==> config.mk <==
export PLATFORM = sky130hd
export DESIGN_NAME = if_fetch_unit
export DESIGN_NICKNAME = d
export VERILOG_FILES = /design/src/rtl/if_fetch_unit.sv
export SDC_FILE = /design/constraint.sdc
export NUM_CORES = 1
export LEC_CHECK = 0
export CAP_MARGIN = 20
export CORE_UTILIZATION = 40
export DETAILED_ROUTE_END_ITERATION = 16
export PLACE_DENSITY_LB_ADDON = 0.25
export SYNTH_ARGS = -nofsm -noshare
export SYNTH_HDL_FRONTEND = slang
export SYNTH_SLANG_ARGS = --single-unit
export TNS_END_PERCENT = 30
==> constraint.sdc <==
create_clock -name clk -period 1.4 [get_ports clk]
set_input_delay 0.28 -clock clk [delete_from_list [all_inputs] [get_ports clk]]
set_output_delay 0.28 -clock clk [all_outputs]
set_load 0.005 [all_outputs]
==> src/rtl/if_fetch_unit.sv <==
// Instruction fetch stage: owns the PC, handshakes with instruction memory and
// drives the registered pc/instr/valid pair to decode. Optional IF_PERF_CNT_EN adds perf_wait_cnt.
module if_fetch_unit #(
  parameter int                PC_W     = 8,
  parameter int                INSTR_W  = 32,
  parameter int                PC_STEP  = 1,
  parameter logic [PC_W-1:0]   RESET_PC = '0
) (
  input  logic               clk,
  input  logic               rst,
  output logic               imem_req,
  output logic [PC_W-1:0]    imem_addr,
  input  logic               imem_ack,
  input  logic [INSTR_W-1:0] imem_rdata,
  input  logic               stall,
  input  logic               branch_taken,
  input  logic [PC_W-1:0]    branch_target,
`ifdef IF_PERF_CNT_EN
  output logic [15:0]        perf_wait_cnt,
`endif
  output logic [PC_W-1:0]    pc_out,
  output logic [INSTR_W-1:0] instr_out,
  output logic               valid_out
);

  typedef enum logic [1:0] {
    ST_REQ   = 2'd0,
    ST_HOLD  = 2'd1,
    ST_DRAIN = 2'd2
  } state_e;

  state_e             state_q, state_d;
  logic [PC_W-1:0]    pc_q, pc_d;
  logic [PC_W-1:0]    drain_addr_q, drain_addr_d;
  logic [PC_W-1:0]    hold_pc_q, hold_pc_d;
  logic [INSTR_W-1:0] hold_instr_q, hold_instr_d;
  logic [PC_W-1:0]    pc_out_q, pc_out_d;
  logic [INSTR_W-1:0] instr_out_q, instr_out_d;
  logic               valid_q, valid_d;
  logic [PC_W-1:0]    pc_inc;

  assign pc_inc    = pc_q + PC_W'(PC_STEP);
  assign imem_req  = !rst && (state_q != ST_HOLD);
  assign imem_addr = (state_q == ST_DRAIN) ? drain_addr_q : pc_q;
  assign pc_out    = pc_out_q;
  assign instr_out = instr_out_q;
  assign valid_out = valid_q;

  always_comb begin
    state_d      = state_q;
    pc_d         = pc_q;
    drain_addr_d = drain_addr_q;
    hold_pc_d    = hold_pc_q;
    hold_instr_d = hold_instr_q;
    pc_out_d     = pc_out_q;
    instr_out_d  = instr_out_q;
    valid_d      = valid_q;

    if (branch_taken) begin
      // Redirect wins over everything; any data acked this cycle is dropped.
      valid_d = 1'b0;
      pc_d    = branch_target;
      unique case (state_q)
        ST_REQ: begin
          if (imem_ack) begin
            state_d = ST_REQ;
          end else begin
            drain_addr_d = pc_q;
            state_d      = ST_DRAIN;
          end
        end
        ST_HOLD:  state_d = ST_REQ;
        // A repeat redirect while draining keeps waiting for the old ack,
        // unless that ack lands in this very cycle.
        ST_DRAIN: state_d = imem_ack ? ST_REQ : ST_DRAIN;
        default:  state_d = ST_REQ;
      endcase
    end else begin
      unique case (state_q)
        ST_REQ: begin
          if (imem_ack) begin
            pc_d = pc_inc;
            if (!stall) begin
              pc_out_d    = pc_q;
              instr_out_d = imem_rdata;
              valid_d     = 1'b1;
            end else begin
              hold_pc_d    = pc_q;
              hold_instr_d = imem_rdata;
              state_d      = ST_HOLD;
            end
          end else if (!stall) begin
            valid_d = 1'b0;
          end
        end
        ST_HOLD: begin
          if (!stall) begin
            pc_out_d    = hold_pc_q;
            instr_out_d = hold_instr_q;
            valid_d     = 1'b1;
            state_d     = ST_REQ;
          end
        end
        ST_DRAIN: begin
          if (imem_ack) state_d = ST_REQ;
        end
        default: state_d = ST_REQ;
      endcase
    end
  end

  always_ff @(posedge clk) begin
    if (rst) begin
      state_q      <= ST_REQ;
      pc_q         <= RESET_PC;
      drain_addr_q <= '0;
      hold_pc_q    <= '0;
      hold_instr_q <= '0;
      pc_out_q     <= '0;
      instr_out_q  <= '0;
      valid_q      <= 1'b0;
    end else begin
      state_q      <= state_d;
      pc_q         <= pc_d;
      drain_addr_q <= drain_addr_d;
      hold_pc_q    <= hold_pc_d;
      hold_instr_q <= hold_instr_d;
      pc_out_q     <= pc_out_d;
      instr_out_q  <= instr_out_d;
      valid_q      <= valid_d;
    end
  end

`ifdef IF_PERF_CNT_EN
  logic [15:0] perf_q, perf_d;

  always_comb begin
    perf_d = perf_q;
    if (imem_req && !imem_ack && (perf_q != 16'hFFFF)) perf_d = perf_q + 16'd1;
  end

  always_ff @(posedge clk) begin
    if (rst) perf_q <= '0;
    else     perf_q <= perf_d;
  end

  assign perf_wait_cnt = perf_q;
`endif

endmodule

==> impl_metrics.py <==
metrics = {
    "global_route": {
        "grt_use_total_pct": 26.4,
        "grt_pass1_wl_mm": 23.2,
        "grt_max_degree": 67,
        "grt_pass1_vias": 4494,
        "grt_overflow": 0,
        "antenna_found_initial": 0,
    },
    "pwr": {
        "p_leak_nw": 2.94,
        "p_per_area_nw_per_um2": 934,
        "switching_share_pct": 28.8,
        "p_switching_mw": 1.91,
        "peakVddDrop_mv": 0.495,
        "p_int_mw": 4.71,
        "seqPwrFrac_pct": 46.0,
        "clkPwrFrac_pct": 31.0,
        "combPwrFrac_pct": 23.1,
        "power.total_mw": 6.62,
    },
    "setup_path": {
        "max_stage_delay_ns": 0.35,
        "crit_path_start_kind": "register",
        "critical_path.top_delay_family": "buffers and inverters",
        "endpoint_kind": "output pin",
        "cp_common_cell": "buf_6",
        "cp_num_buf_inv": 3,
        "reg2reg_depth": 8,
        "crit_chain": "nor2b_4, buf_6, buf_6, mux2_4, buf_6",
        "crit_cells": 5,
        "crit_required_ns": 1.12,
        "arrival_ns": 1.59,
        "worstSetupPathType": "reg -> out",
        "critical_path.max_fanout": 4,
        "cp_slowest_cell": "dfxtp_2",
    },
    "drt": {
        "routed_wl_mm": 15.8,
        "vias_per_cell": 5.98,
        "vias": 4590,
        "drtIter0Drc": 400,
        "drtAntennaViolNets": 0,
        "firstDrtPassIters": 5,
        "wl_per_cell_um": 20.5,
        "remaining_drc_errors": 0,
    },
    "timing": {
        "hold_ws_ns": 0.391,
        "worst_pin_slew_ns": 0.383,
        "min_period_ns": 1.87,
        "finalHoldViolCount": 0,
        "rsz0062_at_grt": "yes",
        "setup_viol_count_final": 105,
        "setup_ws_ns": -0.469,
        "clock.fmax_mhz": 535,
        "slew_headroom_pct": 74.4,
        "post-route-period-util_pct": 133,
        "slew_violations": 0,
        "skew_ns": 0.0149,
    },
    "floorplanning": {
        "die_x_um": 106,
        "io_pins": 95,
        "dieArea_um2": 11300,
        "core_um2": 10500,
        "row_count": 37,
        "start_util_pct": 41.7,
        "dieHeight_um": 106,
    },
    "synthesis": {
        "synth_top_cell_by_area": "dfxtp_1",
        "ys_warn_count": 0,
        "syn-num-nets": 539,
        "synth_seq_cells": 99,
        "netlist_area_um2": 4370,
        "avgSynthCellArea_um2": 8.85,
        "synth_edf_count": 0,
        "seq_area_frac_synth_pct": 45.4,
        "synth_common_cells": "dfxtp_1 (99), a21oi_1 (91), o21ai_0 (42)",
        "async_flop_share_pct": 0,
        "syn_inst": 493,
        "synth_top_area_share_pct": 45.4,
        "synth_area_leaders": "dfxtp_1 (45%), a21oi_1 (10%), mux2i_1 (9.2%), a211oi_1 (7.1%), o21ai_0 (4.8%)",
        "yosys.cell_types.count": 45,
        "synth_ff_type": "dfxtp_1",
        "yosysMostFrequentCell": "dfxtp_1",
    },
    "finish": {
        "nFillCells": 788,
        "area_growth_pct": 62.3,
        "drive_gt1_share_pct": 38.4,
        "final-instance-count-excl-fill": 768,
        "nets": 673,
        "antenna_cells": 0,
    },
    "clock_network": {
        "cts_buffer_depth": 2,
        "htreeDepth": 3,
        "clk_latency_ns": 0.39,
        "numCtsBuffers": 9,
        "cts_tree": "yes",
        "root_buffer": "clkbuf_8",
        "cts_sinks": 99,
        "cts.clk_slew.worst_paths_ns": 0.11,
    },
    "place": {
        "numPortBuffers": 94,
        "dp_slack_ns": -0.535,
        "dp_hpwl_mm": 7.84,
        "gp_congestion": 0.875,
        "dp_cells": 713,
    },
    "worst_hold_path": {
        "hold_path_depth": 4,
        "hold_class": "in -> reg",
    },
    "outcome": {
        "status": "complete, but fails checks",
        "failed_checks": "negative setup slack",
    },
    "run": {
        "cap_violations": 0,
    },
}
cells in the final DEF (no fill, tap or decap), types with 2 or more instances in the layout:
master | netlist | layout
a211oi_1 | 41 | 22
a211oi_2 | 0 | 18
a21oi_1 | 91 | 80
a21oi_2 | 0 | 11
a311oi_1 | 4 | 2
a311oi_2 | 0 | 2
and3_1 | 2 | 2
and4_1 | 3 | 3
buf_12 | 0 | 14
buf_16 | 0 | 10
buf_4 | 1 | 36
buf_6 | 1 | 27
buf_8 | 0 | 2
clkbuf_16 | 0 | 4
clkbuf_8 | 0 | 11
clkdlybuf4s50_1 | 0 | 42
dfxtp_1 | 99 | 62
dfxtp_2 | 0 | 37
dlygate4sd2_1 | 0 | 42
inv_1 | 4 | 4
inv_6 | 0 | 2
mux2_4 | 0 | 7
mux2i_1 | 40 | 40
nand2_1 | 20 | 19
nand3_1 | 40 | 27
nand3_2 | 0 | 9
nand3_4 | 0 | 4
nand4_1 | 2 | 2
nor2_1 | 7 | 7
nor2b_1 | 5 | 2
nor2b_4 | 0 | 3
o21ai_0 | 42 | 2
o21ai_1 | 0 | 15
o21ai_2 | 0 | 23
o21ai_4 | 0 | 2
o31a_1 | 2 | 2
or3b_4 | 0 | 2
stage by stage:
stage	cell area (um2)	setup TNS, ns	util (%)
after floorplan	4390	-1.99	-
after global placement	5700	-39.83	54.5
after detailed placement	5700	-41.97	54.5
after CTS	6690	-19.21	64.0
after global routing	7090	-34.19	67.7
final	7090	-29.93	67.7
power by group through the flow:
stage               Clock, mW  Sequential, mW  Combinational (mW)
floorplan                   0            3.08               0.498
finish                   2.05            3.04                1.53
global placement            0            3.08                1.04
detailed placement          0            3.08                1.06
CTS                      2.05            3.03                1.36
global route             2.20            3.06                1.61
cell families (layout without fill, tap and decap cells):
logic type	Yosys count	count (layout)	synth area share (%)
flops	99	99	45.4
mux	47	47	11.0
compound gates	185	185	24.5
simple gates	99	100	12.7
fa+ha+maj	1	1	0.287
xor+xnor	1	1	0.201
buf+inv	61	199	5.96
repair_timing:
action	4_1_cts	5_1_grt
pin swaps	32	30
buffers inserted	17	6
resized for setup	242	62
hold buffers	0	0
setup endpoints to repair	141	106
cloned	13	6
worst reg2reg max path, cell delays in order, from the launching register on:
cell	delay, ns
dfxtp_2	0.34
buf_4	0.13
buf_6	0.12
buf_6	0.12
nor3_4	0.25
buf_6	0.16
and2_4	0.26
clkbuf_16	0.21
a211oi_1	0.07
final cells by class:
class                      count  area, um2  area share, %
clock inverter                 5       67.6          0.953
timing repair buffer         178       2050           29.0
multi-input combinational    334       2600           36.7
inverter                       5       18.8          0.265
clock buffer                  11        151           2.14
tap                          136        170           2.40
sequential                    99       2030           28.6
registers in the layout, indices dropped and copies added, names as in the netlist:
| signal | flops |
|---|---|
| drain_addr_q | 8 |
| hold_instr_q | 32 |
| hold_pc_q | 8 |
| instr_out | 32 |
| pc_out | 8 |
| pc_q | 8 |
| state_q | 2 |
| valid_out | 1 |
worst paths after layout:
kind | start | to | slack, ns
worst max-delay path | state_q[1] | imem_addr[1] | -0.47
worst min-delay path | rst | pc_q[7] | 0.39
worst max register to register | state_q[1] | instr_out[23] | -0.39
worst min register to register | hold_pc_q[7] | hold_pc_q[7] | 0.47
routing by layer:
layer,part of all wire (%),global-route usage [%],routed length (um),vias up
met3,6.6,5.21,1030,50
met1,41,31.8,6390,2251
met5,0,0,0,-
li1,-,-,-,2096
met2,49,45.3,7780,193
met4,3.5,11.5,547,0
Power figures use the tool's default switching activity.
